**config.mk**
```make
export PLATFORM = sky130hd
export DESIGN_NAME = coproc_arbiter
export DESIGN_NICKNAME = d
export VERILOG_FILES = /design/src/rtl/coproc_pkg.sv /design/src/rtl/coproc_arbiter_rr_arb2.sv /design/src/rtl/coproc_arbiter.sv
export SDC_FILE = /design/constraint.sdc
export NUM_CORES = 1
export LEC_CHECK = 0
export BUFFER_PORTS_ARGS = -buffer_cell sky130_fd_sc_hd__buf_2
export CORE_MARGIN = 3
export CORE_UTILIZATION = 45
export DETAILED_ROUTE_END_ITERATION = 6
export HOLD_SLACK_MARGIN = 0.06
export PLACE_DENSITY = 0.8
export REMOVE_ABC_BUFFERS = 1
export SLEW_MARGIN = 0
export SYNTH_ARGS = -nofsm -noshare
export SYNTH_HDL_FRONTEND = slang
export SYNTH_SLANG_ARGS = --single-unit
```
**constraint.sdc**
```tcl
create_clock -name clk -period 3.05 [get_ports clk]
set_clock_uncertainty 0.15 [all_clocks]
set_input_delay 0 -clock clk [delete_from_list [all_inputs] [get_ports clk]]
set_output_delay 0 -clock clk [all_outputs]
set_load 0.005 [all_outputs]
```
**src/rtl/coproc_pkg.sv**
```systemverilog
// Shared types and defaults for the coprocessor arbiter slice.
package coproc_pkg;

    localparam int unsigned DEF_WIDTH  = 18;
    localparam int unsigned DEF_SELW   = 11;
    localparam int unsigned SEL_STATUS = 0;

    typedef enum logic [2:0] {
        FLUSH,
        IDLE,
        SETUP,
        GO,
        SETTLE,
        POLL,
        READ,
        DONE
    } state_t;

endpackage

```
**src/rtl/coproc_arbiter_rr_arb2.sv**
```systemverilog
// Two-way round-robin grant with a last-grant register.
module rr_arb2 (
    input  logic clk,
    input  logic rst,
    input  logic en,
    input  logic req0,
    input  logic req1,
    output logic gnt_valid,
    output logic gnt_port
);

    logic last_grant;

    // A lone requester wins; on a tie the port not served last wins.
    always_comb begin
        gnt_valid = en & (req0 | req1);
        if (req0 && req1) gnt_port = ~last_grant;
        else              gnt_port = req1;
    end

    // Remember which port received the most recent grant.
    always_ff @(posedge clk) begin
        if (rst)            last_grant <= 1'b1;
        else if (gnt_valid) last_grant <= gnt_port;
    end

endmodule

```
**src/rtl/coproc_arbiter.sv**
```systemverilog
// Shares one coprocessor between two requesters: grant, launch, poll busy,
// optionally read a result register, then acknowledge the granted port.
module coproc_arbiter
    import coproc_pkg::*;
#(
    parameter int unsigned WIDTH   = DEF_WIDTH,
    parameter int unsigned SELW    = DEF_SELW,
    parameter int unsigned TIMEOUT = 1023
) (
    input  logic             clk,
    input  logic             rst,
    input  logic             req0,
    input  logic             req1,
    input  logic [SELW-1:0]  sel0,
    input  logic [SELW-1:0]  sel1,
    input  logic [SELW-1:0]  rsel0,
    input  logic [SELW-1:0]  rsel1,
    input  logic [WIDTH-1:0] a0,
    input  logic [WIDTH-1:0] b0,
    input  logic [WIDTH-1:0] c0,
    input  logic [WIDTH-1:0] a1,
    input  logic [WIDTH-1:0] b1,
    input  logic [WIDTH-1:0] c1,
    output logic             ack0,
    output logic             ack1,
    output logic             err,
    output logic [WIDTH-1:0] rdata,
    output logic             busy,
    output logic [SELW-1:0]  cp_sel,
    output logic             cp_go,
    output logic [WIDTH-1:0] cp_a,
    output logic [WIDTH-1:0] cp_b,
    output logic [WIDTH-1:0] cp_c,
    input  logic [WIDTH-1:0] cp_y
);

    localparam int unsigned CW = $clog2(TIMEOUT + 1);
    localparam logic [SELW-1:0] STATUS = SELW'(SEL_STATUS);

    state_t            state_q, state_d;
    logic [CW-1:0]     cnt_q, cnt_d, cnt_inc;
    logic              timeout_hit;
    logic [SELW-1:0]   rsel_q, rsel_d;
    logic              port_q, port_d;

    logic [SELW-1:0]   cp_sel_d;
    logic              cp_go_d;
    logic [WIDTH-1:0]  cp_a_d, cp_b_d, cp_c_d, rdata_d;
    logic              ack0_d, ack1_d, err_d, busy_d;

    logic              arb_en, gnt_valid, gnt_port;

    assign arb_en = (state_q == IDLE);

    rr_arb2 u_arb (
        .clk       (clk),
        .rst       (rst),
        .en        (arb_en),
        .req0      (req0),
        .req1      (req1),
        .gnt_valid (gnt_valid),
        .gnt_port  (gnt_port)
    );

    // Next-state and next-output computation; every output is registered below.
    always_comb begin
        state_d  = state_q;
        cnt_d    = cnt_q;
        rsel_d   = rsel_q;
        port_d   = port_q;
        cp_sel_d = cp_sel;
        cp_go_d  = 1'b0;
        cp_a_d   = cp_a;
        cp_b_d   = cp_b;
        cp_c_d   = cp_c;
        rdata_d  = rdata;
        ack0_d   = 1'b0;
        ack1_d   = 1'b0;
        err_d    = 1'b0;
        cnt_inc     = cnt_q + 1'b1;
        timeout_hit = (cnt_inc == CW'(TIMEOUT));

        case (state_q)
            FLUSH: begin
                cp_sel_d = STATUS;
                if (cp_y == '0 || timeout_hit) begin
                    state_d = IDLE;
                    cnt_d   = '0;
                end else begin
                    cnt_d = cnt_inc;
                end
            end
            IDLE: begin
                cp_sel_d = STATUS;
                cnt_d    = '0;
                if (gnt_valid) begin
                    state_d = SETUP;
                    port_d  = gnt_port;
                    if (gnt_port) begin
                        cp_sel_d = sel1;
                        rsel_d   = rsel1;
                        cp_a_d   = a1;
                        cp_b_d   = b1;
                        cp_c_d   = c1;
                    end else begin
                        cp_sel_d = sel0;
                        rsel_d   = rsel0;
                        cp_a_d   = a0;
                        cp_b_d   = b0;
                        cp_c_d   = c0;
                    end
                end
            end
            SETUP: begin
                state_d = GO;
                cp_go_d = 1'b1;
            end
            GO: begin
                state_d  = SETTLE;
                cp_sel_d = STATUS;
            end
            SETTLE: begin
                state_d = POLL;
            end
            POLL: begin
                if (cp_y == '0) begin
                    if (rsel_q != '0) begin
                        state_d  = READ;
                        cp_sel_d = rsel_q;
                    end else begin
                        state_d = DONE;
                        rdata_d = '0;
                        ack0_d  = ~port_q;
                        ack1_d  = port_q;
                    end
                end else if (timeout_hit) begin
                    state_d = DONE;
                    rdata_d = '0;
                    err_d   = 1'b1;
                    ack0_d  = ~port_q;
                    ack1_d  = port_q;
                end else begin
                    cnt_d = cnt_inc;
                end
            end
            READ: begin
                state_d  = DONE;
                cp_sel_d = STATUS;
                rdata_d  = cp_y;
                ack0_d   = ~port_q;
                ack1_d   = port_q;
            end
            DONE: begin
                state_d = IDLE;
                cnt_d   = '0;
            end
            default: begin
                state_d = FLUSH;
            end
        endcase

        busy_d = (state_d != IDLE);
    end

    // State, bookkeeping and output registers with synchronous reset.
    always_ff @(posedge clk) begin
        if (rst) begin
            state_q <= FLUSH;
            cnt_q   <= '0;
            rsel_q  <= '0;
            port_q  <= 1'b0;
            cp_sel  <= '0;
            cp_go   <= 1'b0;
            cp_a    <= '0;
            cp_b    <= '0;
            cp_c    <= '0;
            rdata   <= '0;
            ack0    <= 1'b0;
            ack1    <= 1'b0;
            err     <= 1'b0;
            busy    <= 1'b1;
        end else begin
            state_q <= state_d;
            cnt_q   <= cnt_d;
            rsel_q  <= rsel_d;
            port_q  <= port_d;
            cp_sel  <= cp_sel_d;
            cp_go   <= cp_go_d;
            cp_a    <= cp_a_d;
            cp_b    <= cp_b_d;
            cp_c    <= cp_c_d;
            rdata   <= rdata_d;
            ack0    <= ack0_d;
            ack1    <= ack1_d;
            err     <= err_d;
            busy    <= busy_d;
        end
    end

endmodule

```
## Word-level counts from Yosys, hierarchy flattened

Cells that the tools add are included.

| word-level totals | value |
|---|---|
| memories | 0 |
| logic and storage cells | 85 |
| flip-flop bits (word level) | 114 |
| output and inout port bits | 88 |
| RAM bits | 0 |
| bits in latches | 0 |
| memory bits (read-only) | 0 |

| operators by class | value |
|---|---|
| order comparisons | 0 |
| divide/modulo/power cells | 0 |
| bitwise operators | 5 |
| equal/unequal tests | 15 |
| shift operators | 0 |
| multiplexer cells | 34 |
| multiply operators | 0 |
| reductions and logical operators | 15 |
| $add $sub $neg | 1 |

Operators by type and width:

| kind | count |
|---|---|
| $mux 18 | 6 |
| $mux 11 | 5 |
| $pmux 18 s2 | 1 |
| $pmux 11 s3 | 1 |
| $mux 10 | 3 |
| $pmux 10 s3 | 1 |
| $pmux 3 s8 | 1 |
| $logic_not 18->1 | 1 |
| $eq 3x3->1 const B | 4 |
| $mux 3 | 4 |
| $reduce_bool 11->1 | 1 |
| $add 10x1->10 const B | 1 |
| $eq 10x10->1 const B | 1 |
| $mux 1 | 10 |
| $reduce_and 3->1 | 3 |
| $ne 2x2->1 const B | 4 |
| $eq 3x2->1 const B | 2 |
| $ne 3x3->1 const B | 2 |
| $reduce_bool 3->1 | 2 |
| $reduce_or 3->1 | 2 |
| $pmux 1 s2 | 2 |
| $eq 3x1->1 const B | 1 |
| $logic_not 3->1 | 1 |
| $ne 3x1->1 const B | 1 |
| 8 further kinds | 10 |

## Longest topological paths before layout

Gate-level depths: netlist of run 1.

| depth | value |
|---|---|
| depth in word-level cells | 6 |
| depth in mapped cells | 8 |
| depth with buffers taken out | 7 |

## Cells and area by module

Synthesis of run 1 repeated with hierarchy kept, for this count alone.

| second synthesis, totals | value |
|---|---|
| cell total of the unflattened synthesis | 590 |
| area total of the unflattened synthesis | 5226.3 um2 |

Modules (own cells, without submodules):

| module | cells an instance | area an instance (um2) | instances |
|---|---|---|---|
| coproc_arbiter | 584 | 5168.7 | 1 |
| rr_arb2 | 6 | 57.6 | 1 |

## Worst setup path before layout of run 1

Ideal clock, no wire load.

| timing path | value |
|---|---|
| path kind | register -> register |
| start point | register cnt_q[0] |
| end point | register rdata[0] |
| required time | 2.783 ns |
| path buffers | 1 |
| stages on the path, launching flop included | 9 |
| slack | 0.572 ns |
| setup time | 0.117 ns |
| data arrival time | 2.211 ns |
| cells stage by stage | dfxtp_1 > ha_1 > nand3_2 > or3_1 > a2111o_1 > o211ai_2 > a21oi_2 > buf_2 > a22o_1 |

| on the way | value |
|---|---|
| cells in the longest elaborated chain, start to end | 4 |

RTL lines:

| item | line | text |
|---|---|---|
| start, declared | coproc_arbiter.sv:41 | `logic [CW-1:0] cnt_q, cnt_d, cnt_inc;` |
| start signal, assigned | coproc_arbiter.sv:184 | `cnt_q <= cnt_d;` |
| $add 10x1->10 | coproc_arbiter.sv:80 | `cnt_inc = cnt_q + 1'b1;` |
| $eq 10x10->1 | coproc_arbiter.sv:81 | `timeout_hit = (cnt_inc == CW'(TIMEOUT));` |
| $ne 3x3->1 (no line) | n/a |  |
| $reduce_and 3->1 (no line) | n/a |  |
| end signal, assigned | coproc_arbiter.sv:192 | `rdata <= rdata_d;` |
| end, declared | coproc_arbiter.sv:27 | `output logic [WIDTH-1:0] rdata,` |

No other way between the ends.
A chain may end at the register's enable or synchronous reset.

## Final worst setup path of run 1

| timing path | value |
|---|---|
| start point | register state_q[1] |
| end point | register cp_sel[3] |

| on the way | value |
|---|---|
| cells in the longest elaborated chain, start to end | 4 |
| elaborated cells on any way between the ends | 13 |

RTL lines:

| item | line | text |
|---|---|---|
| start, declared | coproc_arbiter.sv:40 | `state_t state_q, state_d;` |
| start signal, assigned | coproc_arbiter.sv:183 | `state_q <= state_d;` |
| $eq 3x1->1 (tied with other cells) | coproc_arbiter.sv:53, coproc_arbiter.sv:83 |  |
| $and 1x1->1 or $reduce_or 3->1 (tied branches) | n/a |  |
| $mux 11 or $reduce_bool 3->1 (tied branches) | n/a |  |
| $pmux 11 s3 or $reduce_and 3->1 (tied branches) | n/a |  |
| end signal, assigned | coproc_arbiter.sv:187 | `cp_sel <= cp_sel_d;` |
| end, declared | coproc_arbiter.sv:29 | `output logic [SELW-1:0] cp_sel,` |

Parallel ways exist; a longest one is shown, timed or not.

==> results of run 1 <==
[per-layer routing]
metal	up-vias	wire length [um]	GRT usage [%]
met5	-	0	0
met4	0	1590	24.7
met3	133	2050	10.6
met2	532	10900	59.2
met1	3117	7820	36.4
li1	3049	-	-
[what timing repair did]
action / CTS / global route
hold endpoints to repair: 114 / 0
hold buffers: 176 / 0
gates resized for setup: 0 / 2
setup endpoints to repair: 0 / 2
[worst max path at each step]
stage,from,to,slack [ns],cells past startpoint
final,state_q[1]$_SDFF_PP0_,cp_sel[3]$_SDFFE_PP0P_,0.13,7
after global routing,state_q[1]$_SDFF_PP0_,cp_sel[3]$_SDFFE_PP0P_,0.01,7
after CTS,state_q[1]$_SDFF_PP0_,cp_sel[3]$_SDFFE_PP0P_,0.02,7
after detailed placement,cnt_q[1]$_SDFFE_PP0P_,cnt_q[7]$_SDFFE_PP0P_,0.38,7
after global placement,cnt_q[0]$_SDFFE_PP0P_,cnt_q[2]$_SDFFE_PP0P_,0.44,7
after floorplan,state_q[1]$_SDFF_PP0_,cp_a[0]$_SDFFE_PP0P_,-4.89,3
[power groups by stage]
stage               Combinational, mW  Clock (mW)  Sequential [mW]
finish                          0.493        2.31             1.53
CTS                             0.449        2.31             1.53
global placement                0.329           0             1.56
global route                    0.527        2.39             1.53
floorplan                       0.143           0             1.56
detailed placement              0.332           0             1.56
[tightest hold or removal path, stage by stage]
cell and delay [ns]:
dlygate4sd3_1 0.51, buf_2 0.11, a22o_1 0.12
[stage by stage]
step / utilization, % / hold WS, ns / cell area, um2 / worst slack [ns] / cells
6_report: 83.6 / 0.114 / 8820 / 0.133 / 1189
5_1_grt: 83.6 / 0.123 / 8820 / 0.0139 / 1189
4_1_cts: 83.5 / 0.0996 / 8810 / 0.0182 / 1188
3_5_place_dp: 60.4 / 0.0892 / 6370 / 0.376 / 980
3_3_place_gp: 60.4 / 0.0832 / 6370 / 0.444 / 980
2_1_floorplan: - / -0.0809 / 4780 / -4.89 / 574
[state kept, by name (all words and copies together) (netlist names)]
register	flops
ack0	1
ack1	1
busy	1
cnt_q	10
cp_a	18
cp_b	18
cp_c	18
cp_go	1
cp_sel	11
err	1
port_q	1
rdata	18
rsel_q	11
state_q	3
u_arb.last_grant	1
[final cells by class]
| class | count | area share [%] |
|---|---|---|
| clock inverters | 13 | 2.89 |
| inverters | 6 | 0.255 |
| flip-flops and latches | 114 | 25.9 |
| well taps | 136 | 1.93 |
| repair buffers | 446 | 36.0 |
| multi-input cells | 454 | 28.3 |
| clock buffers | 19 | 4.78 |
| diodes | 1 | 0.0284 |
[synthesized netlist by cell type (all sizes together)]
cell type	instances
a211oi	11
nor3b	4
and2	4
o41a	2
or2	3
nor2b	1
a221oi	1
a311o	2
or3	2
and3	4
nor4b	1
nor4	7
nand2b	4
nand2	165
a311oi	65
xor2	1
a21o	7
dfxtp	114
nand3	7
o31a	1
o211ai	3
inv	6
o22ai	3
buf	4
a22o	18
a21oi	26
nor3	10
ha	2
or4b	1
nor2	84
clkbuf	47
a31oi	1
mux2i	1
a2111o	1
xnor2	4
o21bai	1
o21ai	7
[cells by family after synthesis]
logic type               after synthesis
multiplexers                           1
flip-flops                           114
AO/OA/AOI/OAI                        149
AND/OR/NAND/NOR                      297
adder cells (fa/ha/maj)                2
XOR/XNOR                               5
buffers and inverters                 57
==> summary.md, run 1 <==
| Metric | Value |
|---|---|
| Total gr overflow | `0` |
| Main combinational cell family by area after synthesis | `simple AND/OR/NAND/NOR gates` |
| Drt via density | `5.75` |
| Synth Area in Simple Gates | `24.7%` |
| Die Area | `12400 um2` |
| Logic pwr share | `11.4%` |
| Number of H-tree levels | `4` |
| Antenna-violating nets left | `0` |
| Maximum vdd drop | `0.470 mV` |
| CTS buffer count | `17` |
| TritonCTS clock tree | `done` |
| Post-Syn Instances | `625` |
| Register area share after synthesis | `45.8%` |
| CP Capture Type | `register` |
| Compound-Gate Fraction of Synth Area | `23.4%` |
| Post-synth top area share | `45.8%` |
| Die width | `111 um` |
| Hold Startpoint | `cp_y[0]` |
| Core Area | `10600 um2` |
| Sequential Power Share | `35.3%` |
| Worst reg2reg setup slack | `0.13 ns` |
| Layout net count | `1215` |
| Multi-input logic area | `2490 um2` |
| Total GRT Usage | `34.8%` |
| Max Cap Viol | `0` |
| Total DRC errors in the routed layout | `0` |
| Clock share of power | `53.4%` |
| Routed wire length | `22.3 mm` |
| Min cycle time layout | `2.92 ns` |
| Fmax | `343 MHz` |
| Sequential cell area | `2280 um2` |
| Largest net degree at the start of global routing | `132` |
| IO Port Bufs | `261` |
| Post-CTS Setup Bufs | `0` |
| Critical Path, Cell by Cell | `nand2b_1 -> or3_4 -> a21oi_1 -> dlygate4sd3_1 -> a21oi_1 -> a211oi_1 -> dlygate4sd3_1` |
| Top cells by area, synth | `dfxtp_1 46%, nand2_1 12%, a311oi_1 11%` |
| Final Power | `4.34 mW` |
| Startpoint types | `register` |
| Cell count of the worst hold path | `3` |
| Initial drt markers | `627` |
| Commonest non-fill, non-tap cells in the layout | `261 x buf_2, 176 x dlygate4sd3_1, 164 x nand2_1` |
| Layout cells sized above 1 | `29.6%` |
| Synth-to-Final Area Change | `77.2%` |
| Outcome | `complete, no violations` |
| Internal power | `3.34 mW` |
| Worst-margin pin slew | `0.744 ns` |
| Initial Utilization | `47.2%` |
| Final worst-path cycle share | `95.6%` |
| Max Root-Sink Buffers | `2` |
| CTS Sinks | `114` |
| Sw Pwr | `0.996 mW` |
| FP Rows | `37` |
| Setup Viol. Count Final | `0` |
| Avg WL per Cell | `18.8 um` |
| RSZ-0062 raised after global routing | `false` |
| Worst Path Buf+Inv | `2` |
| Synth warnings | `0` |
| Setup CP Type | `reg -> reg` |
| First-pass GRT wire length | `35.0 mm` |
| I/O Pins | `262` |
| Worst-Skew Late Latency | `0.51 ns` |
| Vias in the first global route | `7019` |
| Hpwl dp | `10.6 mm` |
| Slew margin rel. | `50.4%` |
| DRT Pass-1 Iters | `5` |
| Synth Area in Adders | `0.503%` |
| Setup TNS | `0 ns` |
| Crit Reg-Reg Endpoint | `cp_sel[3]$_SDFFE_PP0P_` |
| Clk slew on worst S/H paths | `0.06 ns` |
| WP data required | `3.34 ns` |
| Commonest non-fill, non-tap cell in the layout | `buf_2` |
| Mapped Area | `4980 um2` |
| Hold Path Sink | `rdata[0]$_SDFFE_PP0P_` |
| HP Class | `in -> reg` |
| Switching Fraction | `23.0%` |
| Yosys reg bits | `114` |
| Initial antenna violation count | `1` |
| CP peak stage delay | `0.58 ns` |
| Max Slew Vio Count | `0` |
| CP max stage cell | `dlygate4sd3_1` |
| Root Driver | `clkbuf_8` |
| Biggest area consumer among synthesized cells | `dfxtp_1` |
| Reg2Reg Depth | `7` |
| Mux contribution to synthesized area | `0.201%` |
| Crit path arrival time | `3.21 ns` |
| Crit path max-delay family | `buffers and inverters` |
| Xor/xnor cell area share of the yosys netlist | `0.880%` |
| Final-report hold violation count | `0` |
| Filler cell count | `555` |
| Netlist cell types | `44` |
| Leak | `4.21 nW` |
| Synthesized area per cell | `7.97 um2` |
| Die Ht | `111 um` |
| Via count | `6831` |
| R2R Path Start | `state_q[1]$_SDFF_PP0_` |
| Crit Path Max Fanout | `13` |
| Routability cong. | `0.866` |
| Pwr dens | `491 nW/um2` |
Note: power is estimated with default switching activity, not from simulation.
==> run 2: changes to the inputs <==
Settings changed: CORE_ASPECT_RATIO from default to 0.9.
==> run 2 against run 1 <==
Compared with the run above:
- sequential share of layout area is 0.31 points higher
- maximum frequency is 5.7% higher
- via count is 0.25% higher
- global-route usage is 0.65 points higher
- total power is 7.3% lower
- combinational power hardly changed
- clock power is 13% lower
- sequential power hardly changed
- wire length is 2.2% lower
- core utilization is 0.64 points lower
- setup slack better by 0.16 ns
- hold slack better by 0.10 ns
==> summary.md, run 2 (synthesized netlist as in run 1, its figures left out) <==
| Metric | Value |
|---|---|
| Outcome | `complete, no violations` |
| Cell count of the worst hold path | `3` |
| Crit path arrival time | `2.95 ns` |
| RSZ-0062 raised after global routing | `false` |
| R2R Path Start | `state_q[1]$_SDFF_PP0_` |
| CP Capture Type | `register` |
| Setup Viol. Count Final | `0` |
| Crit path max-delay family | `buffers and inverters` |
| CP peak stage delay | `0.63 ns` |
| Root Driver | `clkbuf_16` |
| DRT Pass-1 Iters | `5` |
| First-pass GRT wire length | `34.6 mm` |
| Core Area | `10500 um2` |
| Slew margin rel. | `41.6%` |
| Total GRT Usage | `35.5%` |
| Crit Path Max Fanout | `131` |
| Setup TNS | `0 ns` |
| Routability cong. | `0.856` |
| Commonest non-fill, non-tap cells in the layout | `261 x buf_2, 174 x dlygate4sd3_1, 164 x nand2_1` |
| Final Power | `4.02 mW` |
| Vias in the first global route | `7070` |
| Final-report hold violation count | `0` |
| Met2 wire length | `10.8 mm` |
| # diodes | `0` |
| Worst-margin pin slew | `0.877 ns` |
| Hpwl dp | `10.7 mm` |
| Layout net count | `1214` |
| Final worst-path cycle share | `90.5%` |
| Post-CTS Setup Bufs | `0` |
| Worst-Skew Late Latency | `0.41 ns` |
| CP max stage cell | `dlygate4sd3_1` |
| Max Cap Viol | `0` |
| Number of H-tree levels | `4` |
| I/O Pins | `262` |
| FP Rows | `35` |
| Leak | `4.16 nW` |
| Layout cells sized above 1 | `29.8%` |
| CTS buffer count | `17` |
| Critical Path, Cell by Cell | `nand2b_1 -> nor3_2 -> buf_12 -> nor2_1 -> a311oi_1 -> dlygate4sd3_1` |
| Switching Fraction | `23.6%` |
| Setup CP Type | `reg -> reg` |
| Maximum vdd drop | `0.373 mV` |
| Clk slew on worst S/H paths | `0.05 ns` |
| Antenna-violating nets left | `0` |
| Avg WL per Cell | `18.5 um` |
| Max Root-Sink Buffers | `2` |
| HP Class | `in -> reg` |
| Sequential Power Share | `38.1%` |
| Hold Path Sink | `rdata[4]$_SDFFE_PP0P_` |
| Largest net degree at the start of global routing | `132` |
| Startpoint types | `register` |
| Fmax | `362 MHz` |
| Worst reg2reg setup slack | `0.29 ns` |
| Hold WS | `0.216 ns` |
| Die Ht | `106 um` |
| Initial drt markers | `500` |
| Max Slew Vio Count | `0` |
| Top Layer Used | `met4` |
| Initial Utilization | `47.4%` |
| Drt via density | `5.80` |
| Initial antenna violation count | `0` |
| Min cycle time layout | `2.76 ns` |
| Logic pwr share | `12.2%` |
| Crit Reg-Reg Endpoint | `cp_a[7]$_SDFFE_PP0P_` |
| Post-Layout Cell Count | `1180` |
| Routed met3 length | `1.92 mm` |
| Reg2Reg Depth | `6` |
| Met1 WL | `7.60 mm` |
| Synth-to-Final Area Change | `75.1%` |
| Clock share of power | `49.7%` |
| Pwr dens | `461 nW/um2` |
| Die width | `117 um` |
| Routed wire length | `21.9 mm` |
| Via count | `6848` |
| IO Port Bufs | `261` |
| Internal power | `3.07 mW` |
| Sw Pwr | `0.950 mW` |
| Placed cell count | `974` |
| WP data required | `3.24 ns` |
| Hold Startpoint | `cp_y[4]` |
| Total DRC errors in the routed layout | `0` |
| CTS Sinks | `114` |
| TritonCTS clock tree | `done` |
| Worst Path Buf+Inv | `2` |
| Die Area | `12400 um2` |
| Total gr overflow | `0` |
| Commonest non-fill, non-tap cell in the layout | `buf_2` |
==> run 2: cell count changes in the layout (fill, tap and decap cells not counted), moves of 2 or more <==
| cell | before | now |
|---|---|---|
| dlygate4sd3_1 | 176 | 174 |
| clkinv_2 | 1 | 4 |
| clkbuf_8 | 1 | 5 |
| bufinv_16 | 7 | 2 |
==> run 2: timing repair <==
| item | in CTS | in global routing |
|---|---|---|
| hold endpoints to repair | 102 | 0 |
| hold buffers | 174 | 0 |
| resized for setup | 0 | 0 |
==> run 2: worst max-delay path by stage <==
stage | start | to | slack [ns] | depth (start not counted)
floorplan | state_q[1]$_SDFF_PP0_ | cp_a[0]$_SDFFE_PP0P_ | -4.89 | 3
global placement | cnt_q[0]$_SDFFE_PP0P_ | cnt_q[2]$_SDFFE_PP0P_ | 0.45 | 7
detailed placement | cnt_q[0]$_SDFFE_PP0P_ | cnt_q[5]$_SDFFE_PP0P_ | 0.39 | 7
CTS | cnt_q[0]$_SDFFE_PP0P_ | cnt_q[7]$_SDFFE_PP0P_ | 0.35 | 7
global route | cnt_q[0]$_SDFFE_PP0P_ | rdata[17]$_SDFFE_PP0P_ | 0.12 | 7
finish | state_q[1]$_SDFF_PP0_ | cp_a[7]$_SDFFE_PP0P_ | 0.29 | 6
==> run 2: power by group through the flow <==
| stage | clock [mW] | combinational [mW] | sequential, mW |
|---|---|---|---|
| after CTS | 1.99 | 0.448 | 1.53 |
| after floorplan | 0 | 0.143 | 1.56 |
| after global routing | 2.08 | 0.527 | 1.53 |
| after detailed placement | 0 | 0.331 | 1.56 |
| final | 2.00 | 0.491 | 1.53 |
| after global placement | 0 | 0.330 | 1.56 |
==> run 2: layer usage <==
layer,global-route usage [%],vias to the layer above
met1,36.9,3160
met4,24.7,0
li1,-,3049
met3,9.93,138
met2,60.5,501
met5,0,-
==> run 2: area by class of cell <==
class	count	area (um2)
Multi-Input combinational cell	454	2490
Sequential cell	114	2280
Inverter	6	22.5
Timing Repair Buffer	445	3160
Fill cell	564	1790
Clock inverter	9	103
Tap cell	129	161
Clock buffer	23	498
==> run 2: per-stage QoR <==
stage                     utilization, %  instance area, um2  setup WS [ns]
after floorplan                        -                4780          -4.89
after global placement              60.7                6370          0.450
after detailed placement            60.7                6370          0.387
after CTS                           82.9                8720          0.354
after global routing                82.9                8720          0.123
final                               82.9                8720          0.290
==> run 2: tightest hold or removal path, stage by stage <==
cell	delay, ns
dlygate4sd3_1	0.51
buf_2	0.11
a22o_1	0.12
==> run 3: changes to the inputs <==
Settings changed: CORE_ASPECT_RATIO 0.9 to 1.1.
==> run 3 against run 2 <==
Compared with the run above:
- sequential power is essentially flat
- total power fell by 1.1%
- via count fell by 0.13%
- critical path depth unchanged
- critical endpoint unchanged
==> summary.md, run 3 (synthesized netlist as in run 1, its figures left out) <==
| Metric | Value |
|---|---|
| Via count | `6839` |
| Drt via density | `5.71` |
| Fmax | `350 MHz` |
| Final worst-path cycle share | `93.7%` |
| CTS buffer count | `17` |
| HP Class | `in -> reg` |
| Number of H-tree levels | `4` |
| Synth-to-Final Area Change | `75.2%` |
| Hpwl dp | `11.2 mm` |
| Root Driver | `clkbuf_16` |
| Clk slew on worst S/H paths | `0.06 ns` |
| Sw Pwr | `0.952 mW` |
| FP Rows | `39` |
| Total DRC errors in the routed layout | `0` |
| Setup TNS | `0 ns` |
| Initial Utilization | `47.0%` |
| Post-Layout Cell Count | `1198` |
| Outcome | `complete, no violations` |
| Commonest non-fill, non-tap cell in the layout | `buf_2` |
| Internal power | `3.02 mW` |
| Avg WL per Cell | `18.7 um` |
| WP data required | `3.24 ns` |
| Initial antenna violation count | `1` |
| Crit path arrival time | `3.05 ns` |
| Clock share of power | `49.0%` |
| Max Cap Viol | `0` |
| Placed standard-cell area | `6400 um2` |
| Post-cts resize count | `0` |
| Setup Viol. Count Final | `0` |
| Commonest non-fill, non-tap cells in the layout | `261 x buf_2, 174 x dlygate4sd3_1, 164 x nand2_1` |
| Largest net degree at the start of global routing | `118` |
| Total gr overflow | `0` |
| Total GRT Usage | `36.0%` |
| Placed cell count | `991` |
| First-pass GRT wire length | `35.2 mm` |
| Die Ht | `116 um` |
| Sequential Power Share | `38.5%` |
| Worst-margin pin slew | `0.780 ns` |
| Leak | `4.17 nW` |
| Die Area | `12400 um2` |
| DRT Pass-1 Iters | `7` |
| Crit path from | `state_q[1]$_SDFF_PP0_` |
| Vias in the first global route | `7210` |
| Pwr dens | `456 nW/um2` |
| Maximum vdd drop | `0.290 mV` |
| Layout Cell Area excl Fill | `8720 um2` |
| Max Root-Sink Buffers | `2` |
| Hold WS | `0.224 ns` |
| Antenna-violating nets left | `0` |
| I/O Pins | `262` |
| Routed wire length | `22.5 mm` |
| Post-CTS Setup Bufs | `0` |
| CTS Sinks | `114` |
| Die width | `106 um` |
| CP Capture Type | `register` |
| Core Area | `10600 um2` |
| RSZ-0062 raised after global routing | `false` |
| Max Slew Vio Count | `0` |
| Slew margin rel. | `47.8%` |
| Min cycle time layout | `2.86 ns` |
| Initial drt markers | `570` |
| Crit Path Max Fanout | `117` |
| Switching Fraction | `23.9%` |
| TritonCTS clock tree | `done` |
| Filler cell count | `561` |
| Logic pwr share | `12.5%` |
| Final-report hold violation count | `0` |
| Layout cells sized above 1 | `29.8%` |
| Setup CP Type | `reg -> reg` |
| Layout net count | `1217` |
| R2R Path Start | `state_q[1]$_SDFF_PP0_` |
| Routability cong. | `0.894` |
| IO Port Bufs | `261` |
| Worst-Skew Late Latency | `0.40 ns` |
| Startpoint types | `register` |
| Hold Startpoint | `cp_y[14]` |
==> run 3: what timing repair did <==
| item | in CTS | in global routing |
|---|---|---|
| hold endpoints to repair | 98 | 0 |
| setup endpoints to repair | 0 | 0 |
| hold buffers | 174 | 0 |
==> run 3: critical path, cell delays in order, from the launching register on <==
cell	delay, ns
dfxtp_1	0.37
nand2b_1	0.28
nor3_2	0.28
buf_12	0.42
nor2_1	0.12
a311oi_1	0.43
dlygate4sd3_1	0.67
==> run 3: per-stage QoR <==
step | power [mW] | util, % | setup slack (ns)
3_3_place_gp | 1.89 | 60.4 | 0.455
2_1_floorplan | 1.70 | - | -4.89
4_1_cts | 3.93 | 82.4 | 0.304
5_1_grt | 4.09 | 82.4 | 0.122
3_5_place_dp | 1.89 | 60.4 | 0.389
6_report | 3.98 | 82.4 | 0.191
==> run 3: path summary, 6_finish.rpt <==
check,slack [ns],end,cells past startpoint
worst max-delay path,0.19,cp_a[7]$_SDFFE_PP0P_,6
worst min-delay path,0.22,rdata[14]$_SDFFE_PP0P_,3
worst max register to register,0.19,cp_a[7]$_SDFFE_PP0P_,6
worst min register to register,0.29,ack0$_SDFF_PP0_,1
==> run 3: power by group through the flow <==
stage	combinational, mW	clock [mW]	sequential (mW)
after global routing	0.532	2.02	1.53
after detailed placement	0.331	0	1.56
after floorplan	0.143	0	1.56
after global placement	0.328	0	1.56
after CTS	0.449	1.96	1.53
final	0.495	1.95	1.53
==> run 3: per-layer routing <==
metal  routed length, um  vias to the layer above  global-route usage (%)
met5                   0                        -                       0
met4                1550                        0                    24.2
met3                2090                      144                    10.2
met2               11100                      511                    63.8
met1                7720                     3122                    37.1
li1                    -                     3062                       -
==> run 3: layout make-up <==
cell class              instances  area (um2)  share of cell area [%]
inverters                       6        22.5                   0.258
flip-flops and latches        114        2280                    26.2
clock buffers                  22         474                    5.44
multi-input cells             454        2480                    28.5
diodes                          1        2.50                  0.0287
repair buffers                448        3170                    36.3
clock inverters                10         108                    1.23
well taps                     143         179                    2.05
